==> src/rtl/timer_pkg.sv <==
// timer_pkg: shared BCD digit type and digit limits for the MM:SS timer.
package timer_pkg;
  localparam int BCD_W = 4;
  typedef logic [BCD_W-1:0] bcd_t;
  localparam bcd_t DIGIT_MAX = 4'd9;
  localparam bcd_t SEC_TENS_MAX = 4'd5;
endpackage

==> src/rtl/bcd_down_digit.sv <==
// bcd_down_digit: one loadable BCD down-counting digit with borrow chaining.
module bcd_down_digit
  import timer_pkg::*;
#(
  parameter bcd_t WRAP_VAL = DIGIT_MAX
) (
  input  logic clk,
  input  logic clearn,
  input  logic load_en,
  input  bcd_t load_val,
  input  logic dec_en,
  input  logic borrow_in,
  output bcd_t digit,
  output logic borrow_out
);
  bcd_t r_digit;
  always_ff @(posedge clk or negedge clearn)
    if (!clearn) r_digit <= '0;
    else if (load_en) r_digit <= load_val;
    else if (dec_en && borrow_in) r_digit <= (r_digit == '0) ? WRAP_VAL : r_digit - 4'd1;
  assign digit = r_digit;
  assign borrow_out = (r_digit == '0) && borrow_in;
endmodule

==> src/rtl/countdown_timer_mmss.sv <==
// countdown_timer_mmss: keypad-loaded MM:SS BCD countdown with zero detect and done pulse.
module countdown_timer_mmss
  import timer_pkg::*;
#(
  parameter bcd_t SEC_TENS_MAX = timer_pkg::SEC_TENS_MAX,
  parameter bcd_t DIGIT_MAX = timer_pkg::DIGIT_MAX
) (
  input  logic clk,
  input  logic clearn,
  input  bcd_t d,
  input  logic loadn,
  input  logic pgt_1Hz,
  input  logic enablen,
  output bcd_t min_tens,
  output bcd_t min_ones,
  output bcd_t sec_tens,
  output bcd_t sec_ones,
  output logic zero,
  output logic done
);
  bcd_t [3:0] w_digit;
  bcd_t [3:0] w_shift;
  logic [4:0] w_borrow;
  logic w_load, w_dec, w_one;
  logic r_done;
  assign w_load = enablen && !loadn && (d <= DIGIT_MAX);
  assign w_dec = !enablen && pgt_1Hz && !zero;
  assign w_shift = {w_digit[2:0], d};
  // Borrow enters sec_ones unconditionally, so a borrow out of min_tens means all digits are zero.
  assign w_borrow[0] = 1'b1;
  assign zero = w_borrow[4];
  assign w_one = (w_digit[3:1] == '0) && (w_digit[0] == 4'd1);
  genvar i;
  for (i = 0; i < 4; i++) begin : g_dig
    bcd_down_digit #(
      .WRAP_VAL((i == 1) ? SEC_TENS_MAX : DIGIT_MAX)
    ) u_dig (
      .clk(clk),
      .clearn(clearn),
      .load_en(w_load),
      .load_val(w_shift[i]),
      .dec_en(w_dec),
      .borrow_in(w_borrow[i]),
      .digit(w_digit[i]),
      .borrow_out(w_borrow[i+1])
    );
  end
  always_ff @(posedge clk or negedge clearn)
    if (!clearn) r_done <= 1'b0;
    else r_done <= w_dec && w_one;
  assign {min_tens, min_ones, sec_tens, sec_ones} = w_digit;
  assign done = r_done;
endmodule

==> config.mk <==
export PLATFORM = sky130hd
export DESIGN_NAME = countdown_timer_mmss
export DESIGN_NICKNAME = d
export VERILOG_FILES = /design/src/rtl/timer_pkg.sv /design/src/rtl/bcd_down_digit.sv /design/src/rtl/countdown_timer_mmss.sv
export SDC_FILE = /design/constraint.sdc
export NUM_CORES = 1
export LEC_CHECK = 0
export CORE_MARGIN = 4
export CORE_UTILIZATION = 35
export CTS_BUF_LIST = sky130_fd_sc_hd__clkbuf_8
export DETAILED_ROUTE_END_ITERATION = 7
export PLACE_DENSITY_LB_ADDON = 0.08
export SLEW_MARGIN = 20
export SYNTH_ARGS = -nofsm -noshare
export SYNTH_HDL_FRONTEND = slang
export SYNTH_SLANG_ARGS = --single-unit
==> constraint.sdc <==
create_clock -name clk -period 1.65 [get_ports clk]
set_input_delay 0.33 -clock clk [delete_from_list [all_inputs] [get_ports clk]]
set_output_delay 0.33 -clock clk [all_outputs]
set_load 0.03 [all_outputs]
# --- Yosys cells after proc, flatten, opt, wreduce, memory -nomap -nowiden ---
# Index checks and enable logic that the tools add are counted.
word_totals:
  romBits: 0
  input_bits: 9
  reg_bits: 17
  latchBits: 0
  word_cells: 47
  memories: 0
  ramBits: 0
classes:
  addsub: 4
  n_reduce_logical: 24
  n_mux: 12
  multipliers: 0
  eq_ne: 1
  n_bitwise: 0
  n_lt_le_gt_ge: 1
  shifts: 0
  div: 0
ops:
  columns: ["operator", "count"]
  rows:
  - ["$mux W4", 12]
  - ["$logic_not A4 Y1", 4]
  - ["$sub A4 B1 Y4 const B", 4]
  - ["$logic_and A1 B1 Y1", 12]
  - ["$logic_not A12 Y1", 1]
  - ["$reduce_bool A2 Y1", 4]
  - ["$eq A4 B1 Y1 const B", 1]
  - ["$le A4 B4 Y1 const B", 1]
  - ["$logic_not A1 Y1", 3]

# --- Depth between registers and ports, before layout ---
logic_depth:
  ltp_word: 9
  depth_mapped: 5

# --- By module ---
# From an unflattened synthesis, not the netlist that was laid out.
hier_totals:
  cells_unflattened: 106
  hier_area_um2: 1004.7
by_module_without_submodules:
  columns: ["mod", "seq_area_each_um2", "n_inst", "cells_each", "area_each_um2"]
  rows:
  - ["bcd_down_digit at g_dig[0].u_dig ...", 100.1, 3, 24, 229.0]
  - ["bcd_down_digit at g_dig[1].u_dig", 100.1, 1, 22, 203.9]
  - ["countdown_timer_mmss", 25.0, 1, 12, 113.9]

# --- Worst setup path before layout ---
# No wires, ideal clock.
synth_path:
  path_type: "reg2out"
  start: "register g_dig[3].u_dig.r_digit[1]"
  end: "output zero"
  n_path_buf: 0
  required_time_ns: 1.320
  arrival_ns: 1.746
  stages_incl_launch_ff: 5
  slack_ns: -0.426
  cell_sequence: "dfrtp_1 > nor4_2 > and4_1 > nand3b_1 > nor2_1"
synth_between:
  elab_chain_len: 2
synth_lines:
  columns: ["item", "line_no", "source"]
  rows:
  - ["start, declared", "bcd_down_digit.sv:16", "bcd_t r_digit;"]
  - ["start signal, assigned", "bcd_down_digit.sv:19", "else if (load_en) r_digit <= load_val;"]
  - ["start signal, assigned", "bcd_down_digit.sv:20", "else if (dec_en && borrow_in) r_digit <= (r_digit == '0) ? WRAP_VAL : r_digit - 4'd1;"]
  - ["$logic_not A4 Y1", "bcd_down_digit.sv:22", "assign borrow_out = (r_digit == '0) && borrow_in;"]
  - ["$logic_and A1 B1 Y1", "bcd_down_digit.sv:22", null]
  - ["end, declared", "countdown_timer_mmss.sv:18", "output logic zero,"]
# Every way passes these cells.

# --- Worst setup path in the final report ---
# Ends and elaborated chain as after synthesis.

==> summary by stage <==
Run status
The run finished, with violations left. The final reports fail on negative setup slack.

Routing
The residual antenna-violating net count after detailed routing is 0. The total via count after detailed routing is 1132. The first routing iteration left 38 violations. After detailed routing, the number of vias per cell comes to 5.442. Dividing the detail-routed wire length by the instance count gives 15.25 µm. After detailed routing, the total wire length is 3172 µm. The number of search-and-repair iterations in the first detailed-routing pass is 4.

The detailed-route DRC error count is 0.

Timing
The part of the cycle the worst path needs is 1.183. Setup violations remaining at the end of the flow were counted as 6. The time the worst path needs with I/O delays and setup is 1952 ps. Setup total negative slack on the finished layout was measured at -513.0 ps. The upper clock frequency limit is 512.4 MHz. Setup slack on the critical path of the routed design comes to -301.7 ps. The count of endpoints failing hold in the final timing report is 0. The worst clock skew is 1.051 ps. Setup repair after global routing could not meet its margin everywhere.

The relative slew slack is 0.7356. At the pin with the least slew margin, the transition time is 393.5 ps. The total count of max-transition violations in the final report is 0.

Yosys
Synthesis produced a netlist whose cell count is 111. The primary flip-flop cell chosen by synthesis mapping is sky130_fd_sc_hd__dfrtp_1. The synthesized net count is 120. After synthesis, the cell types taking the most area are sky130_fd_sc_hd__dfrtp_1 (41%), sky130_fd_sc_hd__nor2_1 (6.2%), sky130_fd_sc_hd__a31oi_1 (4.2%). Of all cell types, the one taking the most synthesized area is sky130_fd_sc_hd__dfrtp_1. Synthesis inferred 17 register bits. The Yosys warning count is 0. Each instance of the synthesized netlist takes up on average 9.299 µm². Of the synthesized area, sequential elements account for 0.4121. The number of enable flip-flop cells after synthesis is 0. In this run, distinct cell masters in the synthesized netlist total 35. The share of synthesized area in the top cell type comes to 0.4121. The fraction of registers with async set or reset after synthesis is 1.000. The netlist area before placement is 1032 µm². Ranked by instance count, the synthesized netlist is headed by sky130_fd_sc_hd__dfrtp_1 (17), sky130_fd_sc_hd__nor2_1 (17), sky130_fd_sc_hd__nand2_1 (10).

Worst setup path
The data required time of the worst path is 1320 ps. STA puts the critical path data arrival time at 1620 ps. The kind of launch point of the worst setup path is a flop. The worst setup path is captured at an output pin. By startpoint and endpoint, the worst setup path is classified as reg2out. The critical-path maximum fanout is 2.

Final layout
The post-route standard cell area excluding fillers is 1794 µm². The utilization after layout is 0.6451. The post-route non-filler standard cell count is 208. Across the whole layout, storage elements account for 431.7 µm². The net count reported at finish is 187. Compared with the post-synthesis result, the final layout area differs by 73.82%. After filler insertion, the fill cell instance count of the layout stands at 245. The area of combinational cells with multiple inputs is 699.4 µm².

Of the cells placed in the final design, the portion with a size suffix greater than 1 is 0.4068. 0 antenna diodes ended up in the layout.

Clock network
The count of hold buffers inserted by post-cts repair is 0. The H-tree depth is 1. For this design, the sink count on the clock tree is 17.

The TritonCTS clock tree is done. The cell at the root of the clock tree is sky130_fd_sc_hd__clkbuf_8. After clock tree synthesis, the clock-pin slew on the worst setup and hold paths is 70 ps.

In this run the deepest clock path goes through 2 buffers. TritonCTS created 3 clock buffers. Clock latency on the worst-skew pair, taken at its later pin, is 250 ps.

Power and ir drop
The combinational power share is 0.552. The total leakage power is 0.7619 nW. The share of total power dissipated in the clock network is 0.139. The total design power is 2.265 mW. The internal portion of the total power is 1.253 mW. The sequential share of power is 0.309. The net switching fraction of the power is 0.4468. IR analysis of the VDD net gives a maximum drop of 1.084 mV. Summed over all nets, the switching power comes to 1.012 mW. The ratio of total power to cell area is 1263 nW/µm².

Placement
The total half-perimeter wirelength after legalization and detailed placement is 2361 µm. The area of placed instances is 1627 µm². The number of placed instances with taps included is 200.

Input and output buffers added on the ports amount to 26. At the end of routability-driven placement, the weighted congestion stood at 0.7628.

Global route
For this run the aggregate overflow at the end of global routing stands at 0. Entering global routing, the biggest net connects 21 pins. The number of antenna violations at the first check in global routing came to 0.

The first global-routing pass estimated 5237 µm of wire. The number of global-route vias before repair came to 1115. The overall routing resource usage is 0.1621.

Die
The floorplan has 19 rows. The placeable core area is 2781 µm². The total die area is 3882 µm². The die is 62.31 µm wide. During I/O placement, the number of pins put on the boundary was 27. Measured along the y axis, the die boundary spans 62.31 µm. The initial utilization of the core area, before any placement, comes to 0.3711.

Min path
The worst min-delay path category is in2async.

Run
Max-cap violations in this run came to 0.
kinds of logic (layout without fill, tap and decap cells):
logic type / count (synthesis) / after routing / synth area share
buffers and inverters: 6 / 72 / 0.02302
muxes: 2 / 2 / 0.01939
and+or+nand+nor: 59 / 59 / 0.3806
DFF: 17 / 17 / 0.4121
AOI/OAI and AO/OA: 27 / 27 / 0.1648
critical path, stage by stage (launching register included):
cell and delay, ps:
sky130_fd_sc_hd__dfrtp_2 430, sky130_fd_sc_hd__nor4_4 270, sky130_fd_sc_hd__and4_1 240, sky130_fd_sc_hd__nand3b_1 170, sky130_fd_sc_hd__nor2_4 120, sky130_fd_sc_hd__buf_6 130
registers in the layout (all words and copies together), names as in the netlist:
signal and count:
g_dig.u_dig.digit 16, done 1
power by group through the flow:
stage               clock [mW]  sequential, mW  combinational, mW
floorplan                    0            1.00              0.284
global placement             0           0.711               1.17
detailed placement           0           0.718               1.19
CTS                      0.323           0.698               1.19
global route             0.358           0.719               1.34
finish                   0.316           0.699               1.25
placed cells by master (no fill, tap or decap), types with 3 or more instances in the layout:
master,n
sky130_fd_sc_hd__a31oi_1,7
sky130_fd_sc_hd__buf_4,36
sky130_fd_sc_hd__buf_6,5
sky130_fd_sc_hd__clkbuf_8,3
sky130_fd_sc_hd__clkdlybuf4s50_1,7
sky130_fd_sc_hd__dfrtp_1,12
sky130_fd_sc_hd__dfrtp_2,5
sky130_fd_sc_hd__dlygate4sd2_1,18
sky130_fd_sc_hd__nand2_1,10
sky130_fd_sc_hd__nand3_1,3
sky130_fd_sc_hd__nor2_1,15
sky130_fd_sc_hd__nor4_4,3
sky130_fd_sc_hd__o21ai_0,7
sky130_fd_sc_hd__or3_1,4
layout make-up:
type	count	share of cell area
flip-flops and latches	17	0.2406
inverters	1	0.002092
clock inverters	1	0.002789
multi-input cells	88	0.3898
clock buffers	3	0.02301
well taps	31	0.02162
repair buffers	67	0.3201
metrics by stage:
step | setup WS, ps | hold slack, ps
2_1_floorplan | -177.4 | 34.41
3_3_place_gp | -379.3 | 591.5
3_5_place_dp | -426.1 | 593.1
4_1_cts | -306.6 | 414.1
5_1_grt | -393.3 | 414.2
6_report | -301.7 | 406.3
what timing repair did:
item                                    4_1_cts  5_1_grt
gates resized for setup                      27       14
setup buffers                                 3        2
endpoints found under the setup margin       27       14
pin swaps                                     7        7
per-layer routing:
metal | up-vias | share of wire | routed length (µm) | GRT usage
met4 | 0 | 0.0095 | 30 | 0.03979
met2 | 14 | 0.47 | 1501 | 0.2539
met1 | 564 | 0.49 | 1545 | 0.2227
met5 | - | 0 | 0 | 0
met3 | 2 | 0.030 | 94 | 0.04144
li1 | 552 | - | - | -
path summary, 6_finish.rpt:
check,slack [ps],startpoint,endpoint,cells past startpoint
worst max-delay path,-300,g_dig[3].u_dig.digit[1],zero,5
worst min-delay path,410,clearn,g_dig[2].u_dig.digit[1],2
worst max register to register,-90,g_dig[1].u_dig.digit[1],g_dig[3].u_dig.digit[1],6
worst min register to register,630,g_dig[0].u_dig.digit[0],g_dig[1].u_dig.digit[0],2
max in group asynchronous,1030,clearn,g_dig[0].u_dig.digit[0],2
min in group clk,610,pgt_1Hz,done,4
Note: power is estimated with default switching activity, not from simulation.
